`src/rtl/cpu32_pkg.sv`:
```
// rtl/cpu32_pkg.sv - shared constants, fetch state type and branch-target helper for the 32-bit CPU
package cpu32_pkg;

  localparam logic [31:0] NOP_INSTR         = 32'hE1A0_0000;
  localparam logic [31:0] DEFAULT_RESET_VEC = 32'h0000_0000;
  localparam int          FILL_CYCLES       = 2;

  typedef enum logic {
    FILL,
    RUN
  } fetch_state_e;

  // The PC reads two words ahead of the branch, so the base is the branch address plus 8.
  function automatic logic [31:0] branch_target(input logic [31:0] base, input logic [31:0] off);
    logic [31:0] sum;
    sum = base + 32'd8 + off;
    return {sum[31:2], 2'b00};
  endfunction

endpackage

```
`src/rtl/ifetch_pcgen.sv`:
```
// rtl/ifetch_pcgen.sv - next-PC selection (reset / hold / +4 / branch target) and target adder
module ifetch_pcgen
  import cpu32_pkg::*;
#(
  parameter logic [31:0] RESET_VEC = DEFAULT_RESET_VEC
) (
  input  logic        rst,
  input  logic        hold,
  input  logic        take_br,
  input  logic [31:0] pc,
  input  logic [31:0] iaddr_d,
  input  logic [31:0] bv,
  output logic [31:0] pc_next
);

  logic [31:0] target;

  assign target = branch_target(iaddr_d, bv);

  // A taken branch outranks a stall.
  always_comb begin
    pc_next = pc + 32'd4;
    if (rst) begin
      pc_next = RESET_VEC;
    end else if (take_br) begin
      pc_next = target;
    end else if (hold) begin
      pc_next = pc;
    end
  end

endmodule

```
`src/rtl/ifetch32.sv`:
```
// rtl/ifetch32.sv - instruction fetch unit: PC, imem interface, branch redirect and squash
// Optional branch-with-link write of r14 is enabled by defining IFETCH_LINK_EN.
module ifetch32
  import cpu32_pkg::*;
#(
  parameter logic [31:0] RESET_VEC = DEFAULT_RESET_VEC
) (
  input  logic        clk,
  input  logic        rst,
  input  logic        stall,
  input  logic        ib,
  input  logic [31:0] bv,
  input  logic        bl,
  output logic [31:0] imem_addr,
  output logic        imem_ren,
  input  logic [31:0] imem_rdata,
  output logic [31:0] iout,
  output logic [31:0] iaddr,
  output logic        ivalid,
  output logic        lr_we,
  output logic [31:0] lr_val
);

  fetch_state_e state;
  logic [1:0]   cnt;
  logic [31:0]  pc;
  logic [31:0]  pc_next;
  logic [31:0]  addr_q;
  logic [31:0]  iout_q;
  logic [31:0]  iaddr_q;
  logic [31:0]  iaddr_d;
  logic         valid_q;
  logic         take_br;
  logic         advance;
  logic         valid_next;

  assign take_br   = ib & (state == RUN);
  assign advance   = take_br | ~stall;
  assign imem_ren  = rst | advance;
  assign imem_addr = pc;
  assign iout      = iout_q;
  assign iaddr     = iaddr_q;
  assign ivalid    = valid_q & ~ib;

  ifetch_pcgen #(
    .RESET_VEC(RESET_VEC)
  ) u_pcgen (
    .rst    (rst),
    .hold   (stall),
    .take_br(take_br),
    .pc     (pc),
    .iaddr_d(iaddr_d),
    .bv     (bv),
    .pc_next(pc_next)
  );

  // The word being latched is on-path once the fill is about to complete.
  always_comb begin
    valid_next = 1'b0;
    if (take_br) begin
      valid_next = 1'b0;
    end else if (state == RUN) begin
      valid_next = 1'b1;
    end else begin
      valid_next = (cnt == 2'd1);
    end
  end

  always_ff @(posedge clk) begin
    if (rst) begin
      pc      <= RESET_VEC;
      state   <= FILL;
      cnt     <= 2'(FILL_CYCLES);
      addr_q  <= 32'd0;
      iout_q  <= NOP_INSTR;
      iaddr_q <= 32'd0;
      iaddr_d <= 32'd0;
      valid_q <= 1'b0;
    end else begin
      pc <= pc_next;
      if (advance) begin
        addr_q  <= pc;
        iaddr_q <= addr_q;
        iaddr_d <= iaddr_q;
        iout_q  <= valid_next ? imem_rdata : NOP_INSTR;
        valid_q <= valid_next;
        if (take_br) begin
          state <= FILL;
          cnt   <= 2'(FILL_CYCLES);
        end else if (state == FILL) begin
          cnt <= cnt - 2'd1;
          if (cnt == 2'd1) begin
            state <= RUN;
          end
        end
      end
    end
  end

`ifdef IFETCH_LINK_EN
  always_ff @(posedge clk) begin
    if (rst) begin
      lr_we  <= 1'b0;
      lr_val <= 32'd0;
    end else begin
      lr_we <= take_br & bl;
      if (take_br & bl) begin
        lr_val <= iaddr_d + 32'd4;
      end
    end
  end
`else
  logic unused_bl;
  assign unused_bl = bl;
  assign lr_we     = 1'b0;
  assign lr_val    = 32'd0;
`endif

endmodule

```
`config.mk`:
```
export PLATFORM = sky130hd
export DESIGN_NAME = ifetch32
export DESIGN_NICKNAME = d
export VERILOG_FILES = /design/src/rtl/cpu32_pkg.sv /design/src/rtl/ifetch_pcgen.sv /design/src/rtl/ifetch32.sv
export SDC_FILE = /design/constraint.sdc
export NUM_CORES = 1
export LEC_CHECK = 0
export CORE_ASPECT_RATIO = 1.25
export CORE_MARGIN = 8
export CORE_UTILIZATION = 45
export CTS_CLUSTER_SIZE = 14
export DETAILED_ROUTE_END_ITERATION = 10
export PLACE_DENSITY = 0.74
export SETUP_SLACK_MARGIN = 0.15
export SYNTH_ARGS = -nofsm -noshare
export SYNTH_HDL_FRONTEND = slang
export SYNTH_SLANG_ARGS = --single-unit
```
`constraint.sdc`:
```
create_clock -name clk -period 4.93 [get_ports clk]
set_input_delay 0.986 -clock clk [delete_from_list [all_inputs] [get_ports clk]]
set_output_delay 0.986 -clock clk [all_outputs]
set_load 0.05 [all_outputs]
```
==> results of run 1 <==
-- worst paths after layout --
path	endpoint	slack [ns]	cells past startpoint
min	addr_q[10]$_SDFFE_PP0P_	0.45	2
max	imem_ren	1.19	8
max reg2reg	imem_addr[17]$_SDFFE_PP0P_	1.94	12
min reg2reg	addr_q[10]$_SDFFE_PP0P_	0.45	2
-- worst reg2reg max path, cell delays in order (launching register included) --
cell,delay [ns]
dfxtp_1,0.33
inv_1,0.05
ha_1,0.26
inv_1,0.04
ha_1,0.23
fa_1,0.44
a211oi_1,0.35
o21bai_1,0.16
a21oi_1,0.33
o31ai_1,0.19
a31oi_1,0.22
xor2_1,0.09
a211oi_1,0.23
-- routing by layer --
layer  share of wire  GRT usage
met3           0.074     0.0587
met2            0.48      0.319
met5               0          0
met4           0.024     0.0830
met1            0.42      0.217
-- through the flow --
step	power, mW	hold WS (ns)	util
after global placement	1.62	0.438	0.550
after detailed placement	1.62	0.445	0.550
final	2.95	0.450	0.585
after global routing	3.05	0.470	0.585
after CTS	2.97	0.452	0.585
after floorplan	1.54	0.432	-
-- registers in the layout (all words and copies together), names as in the netlist --
register and count:
state 1, cnt 2, imem_addr 30, iout 32, iaddr_d 30, iaddr 30
addr_q 30
-- cells in the final DEF, fill, tap and decap left out, types with 14 or more instances in the layout --
master	n
a211oi_1	21
a21o_1	14
a21oi_1	128
a22o_1	26
clkbuf_16	17
clkdlybuf4s50_1	157
conb_1	37
dfxtp_1	155
ha_1	59
nand2_1	221
nand3_1	22
nand4_1	15
nor2_1	46
o21ai_0	15
xnor2_1	30
xor2_1	21
-- power breakdown --
part	switching (mW)	internal, mW	leakage [nW]
clock network	0.567	0.788	0.303
logic	0.211	0.107	2.36
registers	0.0130	1.26	1.25
total	0.791	2.16	3.91
-- layout make-up --
type,count,share of cell area
multi-input combinational,758,0.442
sequential,155,0.303
timing repair buffer,169,0.163
clock buffer,19,0.0442
tap,224,0.0274
clock inverter,13,0.0154
inverter,11,0.00403
-- synth_stat cells, types with 5 or more instances --
cell type,number
nand2_1,222
o22ai_1,6
a211oi_1,21
a21o_1,14
nand3_1,22
xnor2_1,30
o21a_1,6
and3_1,5
clkbuf_1,48
xor2_1,21
a31oi_1,5
o21ai_0,15
a22o_1,26
dfxtp_1,155
ha_1,59
inv_1,11
nor2_1,47
a21oi_1,128
nand4_1,15
o22a_1,6
buf_4,38
nor3_1,7
-- cell families after synthesis --
logic type / after synthesis
flops: 155
simple gates: 345
mux: 2
buf+inv: 102
xor+xnor: 51
other cells: 1
fa+ha+maj: 60
compound gates: 263
==> impl_metrics.toml, run 1 <==
[floorplanning]
dieArea_um2 = 22500
initial_utilization = 0.460
die_h_um = 166
rows = 54
core_area_um2 = 17500
ios = 200
die_w_um = 136

[synth]
yosys.area_share.simple = 0.185
syn-instance-count = 979
synth-xor-area-share = 0.0555
synth.area.top_cells = "dfxtp_1, nand2_1, ha_1, a21oi_1, buf_4"
synth_edf_count = 0
syn_area_per_cell_um2 = 8.22
synth_top_area_share = 0.385
synth_adder_area_share = 0.0942
yosysWarnings = 0
ys_seq_area_frac = 0.385
ys_types = 58
mappedNetlistArea_um2 = 8050
synth_top_area_cell = "dfxtp_1"
ys_seq_elements = 155
synth_top_family_by_area = "compound AO/OA/AOI/OAI gates"
ys.flop_type = "dfxtp_1"
synth-async-reset-ratio = 0
synthMuxAreaShare = 0.00249
synth_compound_area_frac = 0.207

[finish]
layout-drive-gt1-share = 0.0480
multi_input_area_um2 = 4530
area_growth_syn_to_layout_pct = 27.2
register_area_um2 = 3100
fin_nets = 1241
final_cell_area_um2 = 10200
fillCellCount = 1628
diodes = 0
instances_no_fill = 1349

[worst_hold_path]
worstHoldStart = "addr_q[10]$_SDFFE_PP0P_"
min_path_type = "register to register"

[clock_tree]
cts_buffers = 17
clk_latency_ns = 0.44
cts_max_path_buffers = 2
cts.sinks = 155
cts_tree = "yes"
htree_levels = 4
post-cts-setup-buffers = 0
postCtsResizedCells = 0
cts_root_buffer = "clkbuf_16"
cts_hold_buf = 0
clk_pin_slew_worst_paths_ns = 0.06

[critical_path]
cp_slowest_cell = "clkdlybuf4s50_1"
crit_chain = "clkdlybuf4s50_1 > nand2_1 > buf_4 > nand2_2 > nor2_2 > buf_4 > inv_1 > buf_4"
crit_top_cell = "buf_4"
cp.buffers_inverters = 5
worst_r2r_startpoint = "iaddr_d[3]$_SDFFE_PP0P_"
path_max_fanout = 29
crit_arrival_ns = 2.75
endpoint_kind = "output port"
cp-start-kind = "input port"
critical-path-top-delay-family = "buffers and inverters"
cpPeakStageDelay_ns = 0.44
worstPathRequired_ns = 3.94
startpoint = "ib"
worstSetupPathType = "input port to output port"

[timing]
worst_pin_slew_ns = 0.906
hold_violations = 0
maxSlewHeadroom = 0.396
fin_ws_ns = 1.19
fmax_mhz = 268
drv_slew = 0
finClkSkew_ns = 0.0101
tns_ns = 0
fin_crit_sh = 0.758
finalCriticalPeriod_ns = 3.74
rsz0062_at_grt = "false"
setup_violations = 0

[detailed_routing]
final_antenna_net_count = 0
drt_iter0_drc = 411
drt_pass1_iterations = 5
drt-total-wl_um = 21600
avgViaCountPerCell = 5.34
routedWlPerCell_um = 16.0
vias = 7201
drcViolationCount = 0

[grt]
grt.total_usage = 0.190
grt_antenna_before_repair = 0
grt_pass1_vias = 6883
grt_pass1_wl_um = 34400
grt_overflow = 0
grt_max_degree = 91

[power]
power_leakage_nw = 3.91
ir_drop_mv = 0.215
p_per_area_nw_per_um2 = 288

[place]
port_buffers = 159
dp_cells = 1317
preCtsSetupSlack_ns = 0.877
hpwl_um = 15600
place.gp.congestion = 0.904
placed_area_um2 = 9630

[status]
status = "finished, final reports clean"

[flow_run]
maxCapViolCount = 0
(Power assumes the default switching activity.)
==> run 2: changes to the inputs <==
--- a/config.mk
+++ b/config.mk
@@ -10,7 +10,7 @@
 export CORE_UTILIZATION = 45
 export CTS_CLUSTER_SIZE = 14
 export DETAILED_ROUTE_END_ITERATION = 10
-export PLACE_DENSITY = 0.74
+export PLACE_DENSITY = 0.77
 export SETUP_SLACK_MARGIN = 0.15
 export SYNTH_ARGS = -nofsm -noshare
 export SYNTH_HDL_FRONTEND = slang
==> constraint.sdc (replaced) <==
create_clock -name clk -period 3 [get_ports clk]
set_input_delay 0.6 -clock clk [delete_from_list [all_inputs] [get_ports clk]]
set_output_delay 0.6 -clock clk [all_outputs]
set_load 0.05 [all_outputs]
==> run 2 against run 1 <==
Global-route usage increased by 1.2 points. Count of clock-buffer cells in the layout decreased by 2. Non-clock buffer count increased by 81. Critical endpoint is now imem_addr[21]$_SDFFE_PP0P_.
==> impl_metrics.toml, run 2 (same netlist as run 1, synthesis figures left out) <==
[status]
status = "finished, final reports clean"

[clock_tree]
clk_latency_ns = 0.43
cts.sinks = 155
clk_pin_slew_worst_paths_ns = 0.06
cts_hold_buf = 0
htree_levels = 4
cts_root_buffer = "clkbuf_16"
cts_tree = "yes"
cts_max_path_buffers = 2
cts_buffers = 17

[critical_path]
reg2regPathDepth = 12
worst_r2r_startpoint = "iaddr_d[3]$_SDFFE_PP0P_"
worstPathRequired_ns = 3.30
endpoint_kind = "register"
startpoint = "bv[9]"
path_max_fanout = 5
worstSetupPathType = "input port to register"
crit_arrival_ns = 3.12
cp-start-kind = "input port"

[detailed_routing]
routedWlPerCell_um = 16.1
drt_pass1_iterations = 6
avgViaCountPerCell = 5.37
vias = 7678
drt-total-wl_um = 23000
drt_iter0_drc = 411
final_antenna_net_count = 0
drcViolationCount = 0

[place]
port_buffers = 159
hpwl_um = 16900
place.gp.congestion = 0.912
placed_area_um2 = 10200

[finish]
largest_reg_flops = 32
diodes = 0
final_cell_area_um2 = 11000
utilization = 0.631
area_growth_syn_to_layout_pct = 37.1
fillCellCount = 1488
layout_commonest_cell = "nand2_1"
layout-drive-gt1-share = 0.138
fin_nets = 1322
final_cell_mix = "nand2_1, dfxtp_1, clkdlybuf4s50_1"

[floorplanning]
initial_utilization = 0.460
core_area_um2 = 17500
die_w_um = 136
dieArea_um2 = 22500
die_h_um = 166
rows = 54
ios = 200

[timing]
maxSlewHeadroom = 0.407
rsz0062_at_grt = "true"
setup_violations = 0
drv_slew = 0
worst_pin_slew_ns = 0.889
fmax_mhz = 355
fin_crit_sh = 0.938
finalCriticalPeriod_ns = 2.81
finClkSkew_ns = 0.00852
hold_violations = 0

[grt]
grt_pass1_wl_um = 36400
grt_pass1_vias = 7375
grt_max_degree = 91
grt.total_usage = 0.201
grt_overflow = 0
grt_antenna_before_repair = 0

[power]
ir_drop_mv = 0.337
p_per_area_nw_per_um2 = 432
power_leakage_nw = 4.31

[worst_hold_path]
min_path_type = "register to register"
holdPathStages = 2
worstHoldStart = "addr_q[15]$_SDFFE_PP0P_"

[flow_run]
maxCapViolCount = 0
run 2: worst paths after layout:
path	to	slack, ns
setup / recovery	imem_addr[21]$_SDFFE_PP0P_	0.19
hold / removal	addr_q[15]$_SDFFE_PP0P_	0.45
setup reg to reg	imem_addr[20]$_SDFFE_PP0P_	0.39
hold reg to reg	addr_q[15]$_SDFFE_PP0P_	0.45
run 2: layer usage:
metal  share of wire  global-route usage
met2            0.50               0.347
met3           0.071              0.0566
met4           0.024              0.0769
met1            0.41               0.231
met5               0                   0
run 2: layout make-up:
type / count / area [um^2] / share of cell area
multi-input cells: 758 / 4750 / 0.431
clock buffers: 17 / 425 / 0.0385
inverters: 11 / 41.3 / 0.00374
well taps: 224 / 280 / 0.0254
clock inverters: 15 / 143 / 0.0129
flip-flops and latches: 155 / 3100 / 0.281
repair buffers: 250 / 2290 / 0.207
run 2: report_power, final:
group | switching (mW) | internal, mW
registers | 0.0199 | 2.08
clock network | 0.939 | 1.15
logic | 0.366 | 0.213
run 2: per-stage QoR:
stage	setup WS, ns	power, mW	instances	TNS (ns)	hold slack, ns
6_report	0.185	4.77	1430	0	0.452
5_1_grt	0.104	4.94	1430	0	0.473
4_1_cts	0.161	4.79	1430	0	0.452
3_5_place_dp	-0.478	2.70	1396	-7.43	0.445
3_3_place_gp	-0.449	2.70	1396	-7.08	0.438
2_1_floorplan	0.206	2.53	1015	0	0.432
run 2: critical path, stage by stage:
cell and delay, ns:
clkdlybuf4s50_1 0.42, ha_1 0.30, ha_1 0.33, buf_4 0.17, and3_1 0.16, a21o_1 0.17, a21oi_1 0.26, a21oi_1 0.16
or3_1 0.36, a21oi_1 0.13, a211oi_1 0.06
run 2: repair_timing:
action	CTS	global route
setup buffers	2	0
setup endpoints to repair	14	18
endpoints found under the hold margin	0	0
pin swaps	13	17
resized for setup	14	30
gates cloned	0	0
